==> src/rtl/alu_muldiv.sv <==
// CPU ALU: single-cycle add/sub (binary and BCD), logic and rotate ops, plus
// iterative unsigned multiply/divide behind a start/busy/done handshake.
module alu_muldiv #(
    parameter int unsigned WIDTH         = 8,
    parameter int unsigned ENABLE_MULDIV = 1
) (
    input  logic             clk,
    input  logic             reset,
    input  logic             clk_en,
    input  logic             rdy,
    input  logic             start,
    input  logic [3:0]       op,
    input  logic [WIDTH-1:0] ai,
    input  logic [WIDTH-1:0] bi,
    input  logic             ci,
    input  logic             bcd,
    output logic [WIDTH-1:0] out,
    output logic [WIDTH-1:0] hi,
    output logic             co,
    output logic             v,
    output logic             z,
    output logic             n,
    output logic             hc,
    output logic             busy,
    output logic             done
);
    localparam int unsigned NIB = WIDTH / 4;
    localparam int unsigned WP1 = WIDTH + 1;
    localparam int unsigned CW  = $clog2(WIDTH + 1);

    localparam logic [3:0] OP_ADD = 4'b0000;
    localparam logic [3:0] OP_SUB = 4'b0001;
    localparam logic [3:0] OP_ROL = 4'b0010;
    localparam logic [3:0] OP_OR  = 4'b0100;
    localparam logic [3:0] OP_AND = 4'b0101;
    localparam logic [3:0] OP_XOR = 4'b0110;
    localparam logic [3:0] OP_ROR = 4'b0111;
    localparam logic [3:0] OP_MUL = 4'b1000;
    localparam logic [3:0] OP_DIV = 4'b1001;

    logic [WIDTH-1:0] b_eff, bcd_res, res_c;
    logic [WIDTH:0]   bin_sum;
    logic [4:0]       dig;
    logic             dc, bcd_hc, co_c, v_c, hc_c, is_md_c;

    logic [WIDTH-1:0] acc_hi, acc_lo, opnd;
    logic             is_div;
    logic [CW-1:0]    cnt;
    logic [WIDTH:0]   mul_sum, div_shift, div_diff;
    logic [WIDTH-1:0] nxt_hi_c, nxt_lo_c;

    // Single-cycle result; BCD digits ripple low to high with decimal correction.
    always_comb begin
        b_eff   = (op == OP_SUB) ? ~bi : bi;
        bin_sum = {1'b0, ai} + {1'b0, b_eff} + WP1'(ci);
        bcd_res = '0;
        bcd_hc  = 1'b0;
        dc      = ci;
        dig     = '0;
        for (int i = 0; i < int'(NIB); i++) begin
            dig = {1'b0, ai[4*i +: 4]} + {1'b0, b_eff[4*i +: 4]} + 5'(dc);
            if (op == OP_SUB) begin
                dc = dig[4];
                if (!dig[4]) dig = dig - 5'd6;
            end else begin
                dc = (dig > 5'd9);
                if (dc) dig = dig + 5'd6;
            end
            bcd_res[4*i +: 4] = dig[3:0];
            if (i == 0) bcd_hc = dc;
        end

        res_c   = ai;
        co_c    = ci;
        v_c     = 1'b0;
        hc_c    = 1'b0;
        is_md_c = (ENABLE_MULDIV != 0) && ((op == OP_MUL) || (op == OP_DIV));
        case (op)
            OP_ADD, OP_SUB: begin
                v_c = (ai[WIDTH-1] == b_eff[WIDTH-1]) && (bin_sum[WIDTH-1] != ai[WIDTH-1]);
                if (bcd) begin
                    res_c = bcd_res;
                    co_c  = dc;
                    hc_c  = bcd_hc;
                end else begin
                    res_c = bin_sum[WIDTH-1:0];
                    co_c  = bin_sum[WIDTH];
                    hc_c  = ai[4] ^ b_eff[4] ^ bin_sum[4];
                end
            end
            OP_ROL: begin
                res_c = {ai[WIDTH-2:0], ci};
                co_c  = ai[WIDTH-1];
            end
            OP_OR:  res_c = ai | bi;
            OP_AND: res_c = ai & bi;
            OP_XOR: res_c = ai ^ bi;
            OP_ROR: begin
                res_c = {ci, ai[WIDTH-1:1]};
                co_c  = ai[0];
            end
            default: ;
        endcase
    end

    // One shift-add (MUL) or restoring shift-subtract (DIV) step.
    always_comb begin
        mul_sum   = {1'b0, acc_hi} + (acc_lo[0] ? {1'b0, opnd} : '0);
        div_shift = {acc_hi, acc_lo[WIDTH-1]};
        div_diff  = div_shift - {1'b0, opnd};
        if (is_div) begin
            if (!div_diff[WIDTH]) begin
                nxt_hi_c = div_diff[WIDTH-1:0];
                nxt_lo_c = {acc_lo[WIDTH-2:0], 1'b1};
            end else begin
                nxt_hi_c = div_shift[WIDTH-1:0];
                nxt_lo_c = {acc_lo[WIDTH-2:0], 1'b0};
            end
        end else begin
            nxt_hi_c = mul_sum[WIDTH:1];
            nxt_lo_c = {mul_sum[0], acc_lo[WIDTH-1:1]};
        end
    end

    always_ff @(posedge clk or posedge reset) begin
        if (reset) begin
            out    <= '0;
            hi     <= '0;
            co     <= 1'b0;
            v      <= 1'b0;
            z      <= 1'b0;
            n      <= 1'b0;
            hc     <= 1'b0;
            busy   <= 1'b0;
            done   <= 1'b0;
            acc_hi <= '0;
            acc_lo <= '0;
            opnd   <= '0;
            is_div <= 1'b0;
            cnt    <= '0;
        end else if (clk_en && rdy) begin
            if (busy) begin
                acc_hi <= nxt_hi_c;
                acc_lo <= nxt_lo_c;
                cnt    <= cnt - CW'(1);
                // Last step: publish result and flags together with done.
                if (cnt == CW'(1)) begin
                    busy <= 1'b0;
                    done <= 1'b1;
                    out  <= nxt_lo_c;
                    hi   <= nxt_hi_c;
                    hc   <= 1'b0;
                    if (is_div) begin
                        co <= 1'b0;
                        v  <= (opnd == '0);
                        n  <= nxt_lo_c[WIDTH-1];
                        z  <= (nxt_lo_c == '0);
                    end else begin
                        co <= (nxt_hi_c != '0);
                        v  <= 1'b0;
                        n  <= nxt_hi_c[WIDTH-1];
                        z  <= ({nxt_hi_c, nxt_lo_c} == '0);
                    end
                end
            end else if (start) begin
                if (is_md_c) begin
                    busy   <= 1'b1;
                    done   <= 1'b0;
                    cnt    <= CW'(WIDTH);
                    acc_hi <= '0;
                    acc_lo <= ai;
                    opnd   <= bi;
                    is_div <= (op == OP_DIV);
                end else begin
                    done <= 1'b1;
                    out  <= res_c;
                    hi   <= '0;
                    co   <= co_c;
                    v    <= v_c;
                    hc   <= hc_c;
                    n    <= res_c[WIDTH-1];
                    z    <= (res_c == '0);
                end
            end else begin
                done <= 1'b0;
            end
        end
    end
endmodule

==> config.mk <==
export PLATFORM = sky130hd
export DESIGN_NAME = alu_muldiv
export DESIGN_NICKNAME = d
export VERILOG_FILES = /design/src/rtl/alu_muldiv.sv
export SDC_FILE = /design/constraint.sdc
export NUM_CORES = 1
export LEC_CHECK = 0
export CORE_ASPECT_RATIO = 1.25
export CORE_MARGIN = 1.5
export CORE_UTILIZATION = 53
export DETAILED_ROUTE_END_ITERATION = 10
export HOLD_SLACK_MARGIN = 0.12
export MAX_ROUTING_LAYER = met4
export PLACE_DENSITY = 0.78
export SYNTH_ARGS = -nofsm -noshare
export SYNTH_HDL_FRONTEND = slang
export SYNTH_SLANG_ARGS = --single-unit
==> constraint.sdc <==
create_clock -name clk -period 2.9 [get_ports clk]
set_clock_uncertainty 0.05 [all_clocks]
set_input_delay 0.725 -clock clk [delete_from_list [all_inputs] [get_ports clk]]
set_output_delay 0.725 -clock clk [all_outputs]
set_load 0.1 [all_outputs]
==> qor.yml <==
job:
  cap_violations: 0
setup_path:
  critPathCaptureType: "flip-flop"
  critPathKind: "primary input to flip-flop"
  rrSetupSlack_ns: -0.53
  arrival_ns: 5.16
  cp-startpoint: "op[2]"
  r2r-end: "co"
  rr_startpoint: "acc_lo[7]"
  worstPathRequired_ns: 3.03
  endpoint: "out[6]"
  crit_fanout: 5
  reg2regPathDepth: 13
  startpoint_type: "primary input"
sta:
  period_share: 1.73
  max-slew-margin-rel: 0.240
  maxSlewViolCount: 0
  fmax_ghz: 0.199
  period_needed_ns: 5.02
  worst_slack_ns: -2.12
  hold_viol: 0
  rsz0062_at_grt: "true"
  setup_viol: 11
  worstMarginPinSlew_ns: 1.12
  holdWs_ns: 0.437
finish:
  areaGrowthSynthToFinish_pct: 51.0
  stdcell_area_mm2: 0.00792
  diodes: 0
  final_cell_mix: "buf_4, nand2_1, dfrtp_1"
  layout_commonest_cell: "buf_4"
  stdcell_count: 998
  drive_gt1_frac: 0.383
  post-route-util: 0.824
  nNetsFinal: 948
yosys:
  syn_nets: 725
  syn_inst: 648
  synth_edf_count: 0
  synth_ff_type: "dfrtp_1"
  synth_seq_cells: 52
  yosysTopAreaCell: "dfrtp_1"
  yosys.area.top_type_share: 0.248
  avgSynthCellArea_um2: 8.09
  yosys-top-cells-area: "dfrtp_1, ha_1, o21ai_0"
  synth_area_mm2: 0.00524
  synth_seq_area_share: 0.248
  async_reset_ff_frac: 1.00
  synthDistinctLibCells: 81
  yosysWarningCount: 0
routing:
  viasPerCell: 6.41
  postRouteAntennaNets: 0
  first_pass_iters: 6
  met1_length_mm: 7.13
  route.detailed.drc: 0
  highest_layer: "met4"
  drtIter0Drc: 657
  wire_per_inst_um: 21.0
  vias: 6402
  wl_met2_mm: 10.7
  wirelength_mm: 21.0
  wl_met3_mm: 1.34
place:
  dpl.hpwl_mm: 15.1
  dp_cells: 968
  place.gp.congestion: 1.03
  portBuffers: 49
  place_area_mm2: 0.00711
  pre_cts_ws_ns: -2.92
die:
  core_mm2: 0.00961
  pin_count: 50
  die_h_um: 114
  dieArea_mm2: 0.0105
  num_rows: 40
  start_util: 0.546
  die_x_um: 92.0
outcome:
  status: "complete, but fails checks"
  violations: "setup timing"
clocking:
  cts_buffers: 5
  cts-root-buf: "clkbuf_16"
  htree_levels: 2
  cts_sinks: 52
  cts_buffer_depth: 2
  worst_skew_pair.late_latency_ns: 0.29
  cts_tree: "built"
  path_clk_slew_ns: 0.07
pwr:
  total_leakage_power_nw: 3.70
  ir_worst_vdd_v: 0.000514
  combPwrFrac: 0.757
  seqPwrFrac: 0.165
  powerDensity_mw_per_mm2: 966
  p_int_w: 0.00371
  clockPowerShare: 0.078
  netSwitchingFraction: 0.515
  netSwitchingPower_w: 0.00395
global_route:
  grt_pass1_wl_mm: 30.5
  grt_max_degree: 33
  antenna_found_initial: 0
  first_global_vias: 6283
  grt_overflow: 0
  grt_usage: 0.380
worst_hold_path:
  hold_path.class: "flip-flop to flip-flop"
## per-layer routing
layer | global-route usage | vias to the layer above
met5 | - | -
met1 | 0.373 | 2988
li1 | - | 2842
met4 | 0.264 | 0
met2 | 0.691 | 400
met3 | 0.0485 | 172
## worst min-delay path by stage
stage | end | start | cells after the start | slack [ns]
2_1_floorplan | acc_lo[3] | acc_lo[3] | 2 | 0.41
3_3_place_gp | out[1] | out[1] | 2 | 0.41
3_5_place_dp | hc | hc | 2 | 0.42
4_1_cts | hc | hc | 2 | 0.44
5_1_grt | out[1] | out[1] | 2 | 0.46
6_report | hi[5] | hi[5] | 2 | 0.44
## timing repair
action | CTS | global route
gates resized for setup | 60 | 72
pin swaps | 23 | 56
hold buffers | 0 | 0
endpoints found under the setup margin | 26 | 23
setup buffers | 7 | 22
## through the flow
stage	setup TNS (ns)	total power (W)
floorplan	-14.08	0.00429
global placement	-20.90	0.00620
detailed placement	-24.37	0.00635
CTS	-13.63	0.00717
global route	-16.45	0.00799
finish	-15.01	0.00765
## area by class of cell
cell class,count,area [um2]
clock buffers,5,125
well taps,126,158
clock inverters,3,21.3
inverters,49,184
flip-flops and latches,52,1300
repair buffers,245,1980
fillers,569,1690
multi-input cells,518,4150
## power groups by stage
stage	registers [W]	logic, W	clock network (W)
floorplan	0.00202	0.00227	0
global placement	0.00124	0.00495	0
detailed placement	0.00126	0.00510	0
CTS	0.00125	0.00533	0.000597
global route	0.00129	0.00607	0.000628
finish	0.00126	0.00579	0.000597
## worst max-delay path: stages
cell and delay [ns]:
buf_8 0.10, nor4b_4 0.27, buf_6 0.18, xnor2_4 0.12
fa_2 0.23, and2b_2 0.25, a21oi_2 0.14, o221ai_2 0.14
o21ai_2 0.21, fa_2 0.28, inv_2 0.05, fa_2 0.38
xnor2_2 0.19, inv_2 0.08, ha_4 0.17, nor2b_4 0.13
a31oi_4 0.20, nand3_2 0.14, buf_6 0.18, buf_6 0.11
a31oi_1 0.16, o32a_1 0.23, buf_4 0.13, mux2i_1 0.06
mux2_4 0.28
## sequential cells by signal, indices dropped and copies added, names as in the netlist, 4 cells and up
| name | count |
|---|---|
| hi | 8 |
| acc_hi | 8 |
| opnd | 8 |
| cnt | 4 |
| out | 8 |
| acc_lo | 8 |
## cell usage after synthesis, drive strengths merged, types with 7 or more instances
cell / instances
xnor2: 16
dfrtp: 52
nor2: 51
nand2: 59
mux2i: 12
a21o: 7
nand2b: 10
o211ai: 8
a31oi: 12
buf: 11
clkbuf: 18
a21oi: 34
nand4: 7
and2: 10
ha: 45
o21ai: 55
o22ai: 10
a22oi: 7
nand3: 14
inv: 48
a211oi: 12
nor3: 25
nor2b: 9
o221ai: 7
## kinds of logic (layout without fill, tap and decap cells)
logic type               Yosys count  count (layout)  share of synthesized area
AO/OA/AOI/OAI                    211             211                      0.276
XOR/XNOR                          22              22                     0.0367
adder cells (fa/ha/maj)           50              50                      0.126
buffers and inverters             78             302                     0.0611
flip-flops                        52              52                      0.248
multiplexers                      19              19                     0.0408
AND/OR/NAND/NOR                  216             216                      0.211
No activity file was read; power rests on OpenSTA's default activity.
